`src/rtl/intersection_phase_scheduler.sv`:
```
`default_nettype none
// +----------------------------------------------------------------------------+
// | Module   : intersection_phase_scheduler                                    |
// | Purpose  : One-green-at-a-time phase scheduler for four approaches with    |
// |            min/max green, fixed yellow and all-red, round-robin selection. |
// | Option   : EMERGENCY_PREEMPT_EN adds preempt / preempt_id ports.           |
// | Revision : 1.0                                                             |
// +----------------------------------------------------------------------------+
module intersection_phase_scheduler #(
    parameter int MIN_GREEN    = 4,
    parameter int MAX_GREEN    = 10,
    parameter int YELLOW_TIME  = 3,
    parameter int ALL_RED_TIME = 2,
    parameter int CNT_W        = 8
) (
    input  logic       clock,
    input  logic       clear,
    input  logic [3:0] request,
`ifdef EMERGENCY_PREEMPT_EN
    input  logic       preempt,
    input  logic [1:0] preempt_id,
`endif
    output logic [7:0] lights,
    output logic [1:0] active,
    output logic [1:0] phase
);

    localparam logic [1:0] PH_GREEN   = 2'd0;
    localparam logic [1:0] PH_YELLOW  = 2'd1;
    localparam logic [1:0] PH_ALL_RED = 2'd2;

    localparam logic [1:0] LIGHT_YELLOW = 2'd1;
    localparam logic [1:0] LIGHT_GREEN  = 2'd2;

    localparam logic [CNT_W-1:0] MIN_LAST     = CNT_W'(MIN_GREEN - 1);
    localparam logic [CNT_W-1:0] MAX_LAST     = CNT_W'(MAX_GREEN - 1);
    localparam logic [CNT_W-1:0] YELLOW_LAST  = CNT_W'(YELLOW_TIME - 1);
    localparam logic [CNT_W-1:0] ALL_RED_LAST = CNT_W'(ALL_RED_TIME - 1);

    logic [CNT_W-1:0] timer;
    logic [CNT_W-1:0] timer_next;
    logic [1:0]       phase_next;
    logic [1:0]       active_next;
    logic [7:0]       lights_next;
    logic             own;
    logic             other;
    logic             normal_exit;
    logic             green_exit;
    logic [1:0]       rr_next;
    logic [1:0]       grant_next;

    // First set request bit searching active+1, +2, +3, then active itself.
    function automatic logic [1:0] rr_pick(input logic [1:0] cur, input logic [3:0] req);
        logic [1:0] cand;
        rr_pick = cur;
        for (int k = 3; k >= 1; k--) begin
            cand = cur + 2'(k);
            if (req[cand]) rr_pick = cand;
        end
    endfunction

    assign own         = request[active];
    assign other       = |(request & ~(4'b0001 << active));
    assign normal_exit = (timer >= MIN_LAST) && other && (!own || (timer >= MAX_LAST));
    assign rr_next     = rr_pick(active, request);

`ifdef EMERGENCY_PREEMPT_EN
    // Preemption bypasses MIN_GREEN, and freezes green on the preempted approach.
    assign green_exit  = preempt ? (active != preempt_id) : normal_exit;
    assign grant_next  = preempt ? preempt_id : rr_next;
`else
    assign green_exit  = normal_exit;
    assign grant_next  = rr_next;
`endif

    always_ff @(posedge clock) begin
        if (clear) begin
            phase  <= PH_GREEN;
            active <= 2'd0;
            timer  <= '0;
            lights <= 8'h02;
        end else begin
            phase  <= phase_next;
            active <= active_next;
            timer  <= timer_next;
            lights <= lights_next;
        end
    end

    always_comb begin
        phase_next  = phase;
        active_next = active;
        timer_next  = timer + CNT_W'(1);
        case (phase)
            PH_GREEN: begin
                if (timer >= MAX_LAST) timer_next = MAX_LAST;
                if (green_exit) begin
                    phase_next = PH_YELLOW;
                    timer_next = '0;
                end
            end
            PH_YELLOW: begin
                if (timer == YELLOW_LAST) begin
                    phase_next = PH_ALL_RED;
                    timer_next = '0;
                end
            end
            PH_ALL_RED: begin
                if (timer == ALL_RED_LAST) begin
                    phase_next  = PH_GREEN;
                    timer_next  = '0;
                    active_next = grant_next;
                end
            end
            default: begin
                phase_next = PH_GREEN;
                timer_next = '0;
            end
        endcase
    end

    // Lights are computed from the next state so the registered copy matches phase/active.
    always_comb begin
        lights_next = 8'h00;
        for (int i = 0; i < 4; i++) begin
            if (active_next == 2'(i)) begin
                if (phase_next == PH_GREEN)
                    lights_next[2*i +: 2] = LIGHT_GREEN;
                else if (phase_next == PH_YELLOW)
                    lights_next[2*i +: 2] = LIGHT_YELLOW;
            end
        end
    end

endmodule
`default_nettype wire

```
`config.mk`:
```
export PLATFORM = sky130hd
export DESIGN_NAME = intersection_phase_scheduler
export DESIGN_NICKNAME = d
export VERILOG_FILES = /design/src/rtl/intersection_phase_scheduler.sv
export SDC_FILE = /design/constraint.sdc
export NUM_CORES = 1
export LEC_CHECK = 0
export ABC_AREA = 1
export CAP_MARGIN = 20
export CORE_MARGIN = 5
export CORE_UTILIZATION = 47
export CTS_BUF_LIST = sky130_fd_sc_hd__clkbuf_4 sky130_fd_sc_hd__clkbuf_8 sky130_fd_sc_hd__clkbuf_16
export CTS_CLUSTER_SIZE = 12
export DETAILED_ROUTE_END_ITERATION = 6
export PLACE_DENSITY = 0.72
export SYNTH_ARGS = -nofsm -noshare
export SYNTH_HDL_FRONTEND = slang
export SYNTH_SLANG_ARGS = --single-unit
export TNS_END_PERCENT = 50
```
`constraint.sdc`:
```
create_clock -name clock -period 1.61 [get_ports clock]
set_input_delay 0.2415 -clock clock [delete_from_list [all_inputs] [get_ports clock]]
set_output_delay 0.2415 -clock clock [all_outputs]
set_load 0.02 [all_outputs]
```
# --- Word-level counts from Yosys, hierarchy flattened ---
# Index checks and enable logic that the tools add are counted.
word_totals:
  input_bits: 6
  out_inout_bits: 12
  regBits: 20
  word_cells: 70
classes:
  n_bitwise: 6
  eq_ne: 8
  addsub: 4
  n_reduce_logical: 12
  order_cmp: 6
  muxes: 25
  shift: 1
ops:
  columns: ["cell", "count"]
  rows:
  - ["2-to-1 mux 8 bit", 4]
  - ["case mux 8 bit (3 select lines)", 1]
  - ["2-to-1 mux 2 bit", 10]
  - ["< comparator 2 x 3 -> 1 bit, second input constant", 4]
  - ["adder 8 x 1 -> 8 bit, second input constant", 1]
  - ["binary-select mux 1 bit (select 2 bit)", 4]
  - ["equality test 8 x 1 -> 1 bit, second input constant", 1]
  - ["equality test 8 x 2 -> 1 bit, second input constant", 1]
  - ["greater-or-equal comparator 8 x 2 -> 1 bit, second input constant", 1]
  - ["greater-or-equal comparator 8 x 4 -> 1 bit, second input constant", 1]
  - ["OR reduction 2 bit", 4]
  - ["equality test 2 x 1 -> 1 bit, second input constant", 3]
  - ["equality test 2 bit, second input constant", 3]
  - ["zero test 2 bit", 3]
  - ["case mux 2 bit (3 select lines)", 1]
  - ["2-to-1 mux 1 bit", 5]
  - ["adder 2 bit, second input constant", 2]
  - ["bitwise AND 4 bit", 1]
  - ["inverter 1 bit", 4]
  - ["inverter 4 bit", 1]
  - ["OR reduction 4 bit", 1]
  - ["left shift 1 x 2 -> 4 bit, first input constant", 1]
  - ["adder 2 x 1 -> 2 bit, second input constant", 1]
  - ["logical AND 1 bit", 2]
  - ["other kinds (2)", 2]

# --- Depth between registers and ports, before layout ---
logic_depth:
  ltp_word: 12
  depth_mapped: 13
  depth_no_buf: 13

# --- Least setup slack after synthesis ---
# No wires, ideal clock.
synth_timing:
  path_kind: "register to register"
  from: "register active[0]"
  to: "register lights[1]"
  path_stages_with_launch: 13
  setup_time_ns: 0.116
  arrival_time_ns: 1.667
  path_slack_ns: -0.172
  required_time_ns: 1.494
  period_less_slack_ns: 1.782
  cell_sequence: "dfxtp_1 > inv_2 > ha_1 > inv_1 > nand3_1 > nand2_1 > inv_1 > nand2_1 > nand3_1 > nand2_2 > inv_1 > nand3_1 > nand2_1"
synth_between:
  elab_chain_len: 11
  elab_cells_between_ends: 30
  cone_classes: "3 x add/sub; 1 x shift; 17 x mux; 2 x bitwise; 7 x reduce/logical"
synth_lines:
  columns: ["element", "line", "source"]
  rows:
  - ["from (decl)", "24", "output logic [1:0] active,"]
  - ["from (signal assigned)", "84", "active <= active_next;"]
  - ["branches (longest 10 deep; another with adder 2 bit)", null, null]
  - ["2-to-1 mux 2 bit (*)", "126", "if (active_next == 2'(i)) begin"]
  - ["to (signal assigned)", "86", "lights <= lights_next;"]
  - ["to (decl)", "23", "output logic [7:0] lights,"]
# Mark *: on every way between the ends. The select of a mux whose other input is x is not followed.
# A chain may end at the register's enable or synchronous reset.

# --- Worst setup path in the final report ---
layout_timing:
  from: "register active[0]"
  to: "register lights[4]"
layout_between:
  elab_chain_len: 11
  elab_cells_between_ends: 33
  cone_classes: "3 x add/sub; 2 x eq/ne; 1 x shift; 17 x mux; 3 x bitwise; 7 x reduce/logical"
layout_lines:
  columns: ["element", "line", "source"]
  rows:
  - ["adder 2 bit or left shift 1 x 2 -> 4 bit (tied branches)", "57, 63", null]
  - ["binary-select mux 1 bit (select 2 bit) or inverter 4 bit (tied branches)", "58, 63", null]
  - ["2-to-1 mux 1 bit (implied by the code) or bitwise AND 4 bit (tied branches)", "58, 63", null]
  - ["2-to-1 mux 2 bit or OR reduction 4 bit (tied branches)", "58, 63", null]
  - ["2-to-1 mux 2 bit or logical AND 1 bit (tied branches) (2 in series)", "58, 64", null]
  - ["2-to-1 mux 2 bit, on equally long branches", "109, 97", null]
  - ["2-to-1 mux 2 bit or case mux 2 bit (3 select lines) (tied branches)", "94", "case (phase)"]
  - ["equality test 2 bit or equality test 2 x 1 -> 1 bit (tied branches)", "126, 129", null]
  - ["inverter 1 bit (no source line) or 2-to-1 mux 1 bit (tied branches)", null, null]
  - ["OR reduction 2 bit (no source line) or 2-to-1 mux 2 bit (tied branches)", null, null]
# Parallel ways exist; a longest one is shown, timed or not. The select of a mux whose other input is x is not followed.

==> results.yml <==
run_status:
  status: "complete, but fails checks"
  violations: "setup timing"
detailed_routing:
  wl_per_cell_um: 12.79
  route.detailed.vias_per_inst: 5.076
  firstDrtPassIters: 4
  routed_wl_um: 3184
  drc: 0
  vias: 1264
  drt_iter0_drc: 48
  ant_nets: 0
min_path:
  hp-class: "flop to flop"
logic_synthesis:
  ys_top_cells_by_area: "dfxtp_1 34%, nand2_1 15%, inv_1 10%, ha_1 8.4%, nand3_1 8.4%"
  async_flop_share_pct: 0
  synth_area_sq_mm: 0.001187
  yosysTopAreaCell: "dfxtp_1"
  yosysSeqAreaShare_pct: 33.72
  syn_inst: 181
  avgSynthCellArea_sq_um: 6.560
  synth_commonest_cells: "47 x nand2_1, 33 x inv_1, 21 x nor2_1"
  ys_warn_count: 0
  synth-edff-count: 0
  synth_nets: 195
  yosysMostFrequentCell: "nand2_1"
  synthFlopType: "dfxtp_1"
  synth_top_area_share_pct: 33.72
  synth.distinct_cells: 19
  synth_seq_cells: 20
global_route:
  antenna_found_initial: 0
  overflow: 0
  grt_max_degree: 13
  first_global_vias: 1118
  grt.total_usage_pct: 16.45
  grt_pass1_wl_um: 4512
job:
  maxCapViolCount: 0
placement:
  post-place-cells: 239
  place_hpwl_um: 2126
  portBuffers: 17
  routabilityCongestion: 0.8878
  dp_slack_ns: -0.2107
sta:
  slew_headroom_pct: 79.24
  maxSlewViolCount: 0
  worst_pin_slew_ns: 0.3115
  fin_crit_ns: 1.642
  timing.setup.tns_ns: -0.03510
  setup_viol: 2
  finalClockSkew_ns: 0.004968
  setup_slack_ns: -0.03218
  timing_hold_violations_final: 0
  min_period_over_period_pct: 102.0
  fmax_mhz: 608.9
  rsz0062_at_grt: "true"
floorplanning:
  rows: 18
  die_h_um: 60.26
  design.core.area_sq_mm: 0.002455
  initial_utilization_pct: 48.37
  die_area_sq_mm: 0.003631
  io_pins: 18
  die_w_um: 60.26
clock_tree:
  cts_made_buffers: 3
  holdBufCountCts: 0
  insertion_delay_ns: 0.31
  clock-sinks: 20
  cts_tree: "yes"
  cts.clk_slew.worst_paths_ns: 0.12
  htree_levels: 1
  clockBufferDepth: 2
  cts-root-buf: "clkbuf_4"
pwr:
  power.net_switching_w: 0.0005773
  p_int_w: 0.001113
  p_per_area_mw_per_mm2: 937.9
  power.share.clock_pct: 24.6
  peakVddDrop_mv: 0.8839
  switching_share_pct: 34.16
  p_comb_share_pct: 40.6
  cellLeakagePower_nw: 0.9217
  power_frac_seq_pct: 34.8
worst_setup_path:
  cp-start-kind: "flop"
  required_ns: 1.85
  cp_max_fo: 5
  cp.arrival_ns: 1.88
  worst-setup-path-type: "flop to flop"
  end_kind: "flop"
layout:
  multi_input_area_sq_um: 825.8
  final_cells: 249
  nFillCells: 187
  area_growth_pct: 51.74
  final_nets: 234
  antennaDiodeCount: 0
  register_area_sq_um: 412.9
  drive_above_1_share_pct: 35.16
-- per-stage QoR --
stage	total power, W	util (%)	hold slack (ns)	cell area [sq um]
floorplan	0.0009160	-	0.5462	1192
global placement	0.001125	60.55	0.5735	1486
detailed placement	0.001143	60.55	0.5918	1486
CTS	0.001562	65.14	0.6009	1599
global route	0.001798	73.39	0.6431	1802
finish	0.001690	73.39	0.5989	1802
-- routing by layer --
metal,global-route usage [%],vias up,wire (um)
li1,-,634,-
met1,18.39,584,1284
met2,30.25,36,1645
met3,5.400,10,167
met4,2.848,0,88
met5,0,-,0
-- path summary, 6_finish.rpt --
check	slack, ns	to	startpoint	cells past startpoint
max	-0.03	lights[4]	active[0]	11
min	0.60	timer[0]	timer[0]	3
max reg2reg	-0.03	lights[4]	active[0]	11
min reg2reg	0.60	timer[0]	timer[0]	3
-- power by group through the flow --
stage | clock network, W | logic, W | registers, W
floorplan | 0 | 0.000304 | 0.000612
finish | 0.000415 | 0.000687 | 0.000588
CTS | 0.000422 | 0.000555 | 0.000585
global route | 0.000445 | 0.000757 | 0.000596
global placement | 0 | 0.000538 | 0.000587
detailed placement | 0 | 0.000551 | 0.000591
-- critical path, stage by stage (launching register included) --
cell	delay, ns
dfxtp_4	0.40
buf_12	0.14
buf_4	0.14
nand2_2	0.08
nand3_2	0.10
nand3_1	0.11
nand2_1	0.08
nand2_2	0.10
nand2_2	0.08
nand2_2	0.09
nand2_2	0.08
nor3_2	0.18
-- registers in the layout, summed over array words and instances, names as in the netlist --
name,flops
phase,2
active,2
timer,8
lights,8
-- cells by family (layout without fill, tap and decap cells) --
logic type | count (synthesis) | in the layout | share of synthesized area [%]
AOI/OAI and AO/OA | 12 | 12 | 5.690
adders and majority gates | 8 | 8 | 8.430
buffers and inverters | 36 | 74 | 11.38
and+or+nand+nor | 101 | 101 | 37.83
DFF | 20 | 20 | 33.72
xor gates and xnor gates | 4 | 4 | 2.950
-- cells in the final DEF, fill, tap and decap left out, drive strengths merged --
cell type	n
nor2	24
ha	8
nand3b	2
a211oi	3
nand3	21
and3	1
nor3	4
bufinv	1
nand2	49
clkdlybuf4s50	13
clkbuf	3
dlygate4sd2	1
buf	18
dfxtp	20
a21oi	6
xor2	4
inv	35
o21ai	3
dlymetal6s2s	3
-- area by class of cell --
type                    count  area share (%)
well taps                  30           2.083
clock buffers               3           1.250
clock inverters             1           1.667
multi-input cells         125           45.83
inverters                  35           7.847
repair buffers             35           18.40
flip-flops and latches     20           22.92
-- what timing repair did --
item / 4_1_cts / 5_1_grt
endpoints found under the setup margin: 11 / 19
gates cloned: 0 / 0
buffers inserted: 2 / 5
gates resized for setup: 10 / 56
pin swaps: 4 / 23
(Power assumes the default switching activity.)
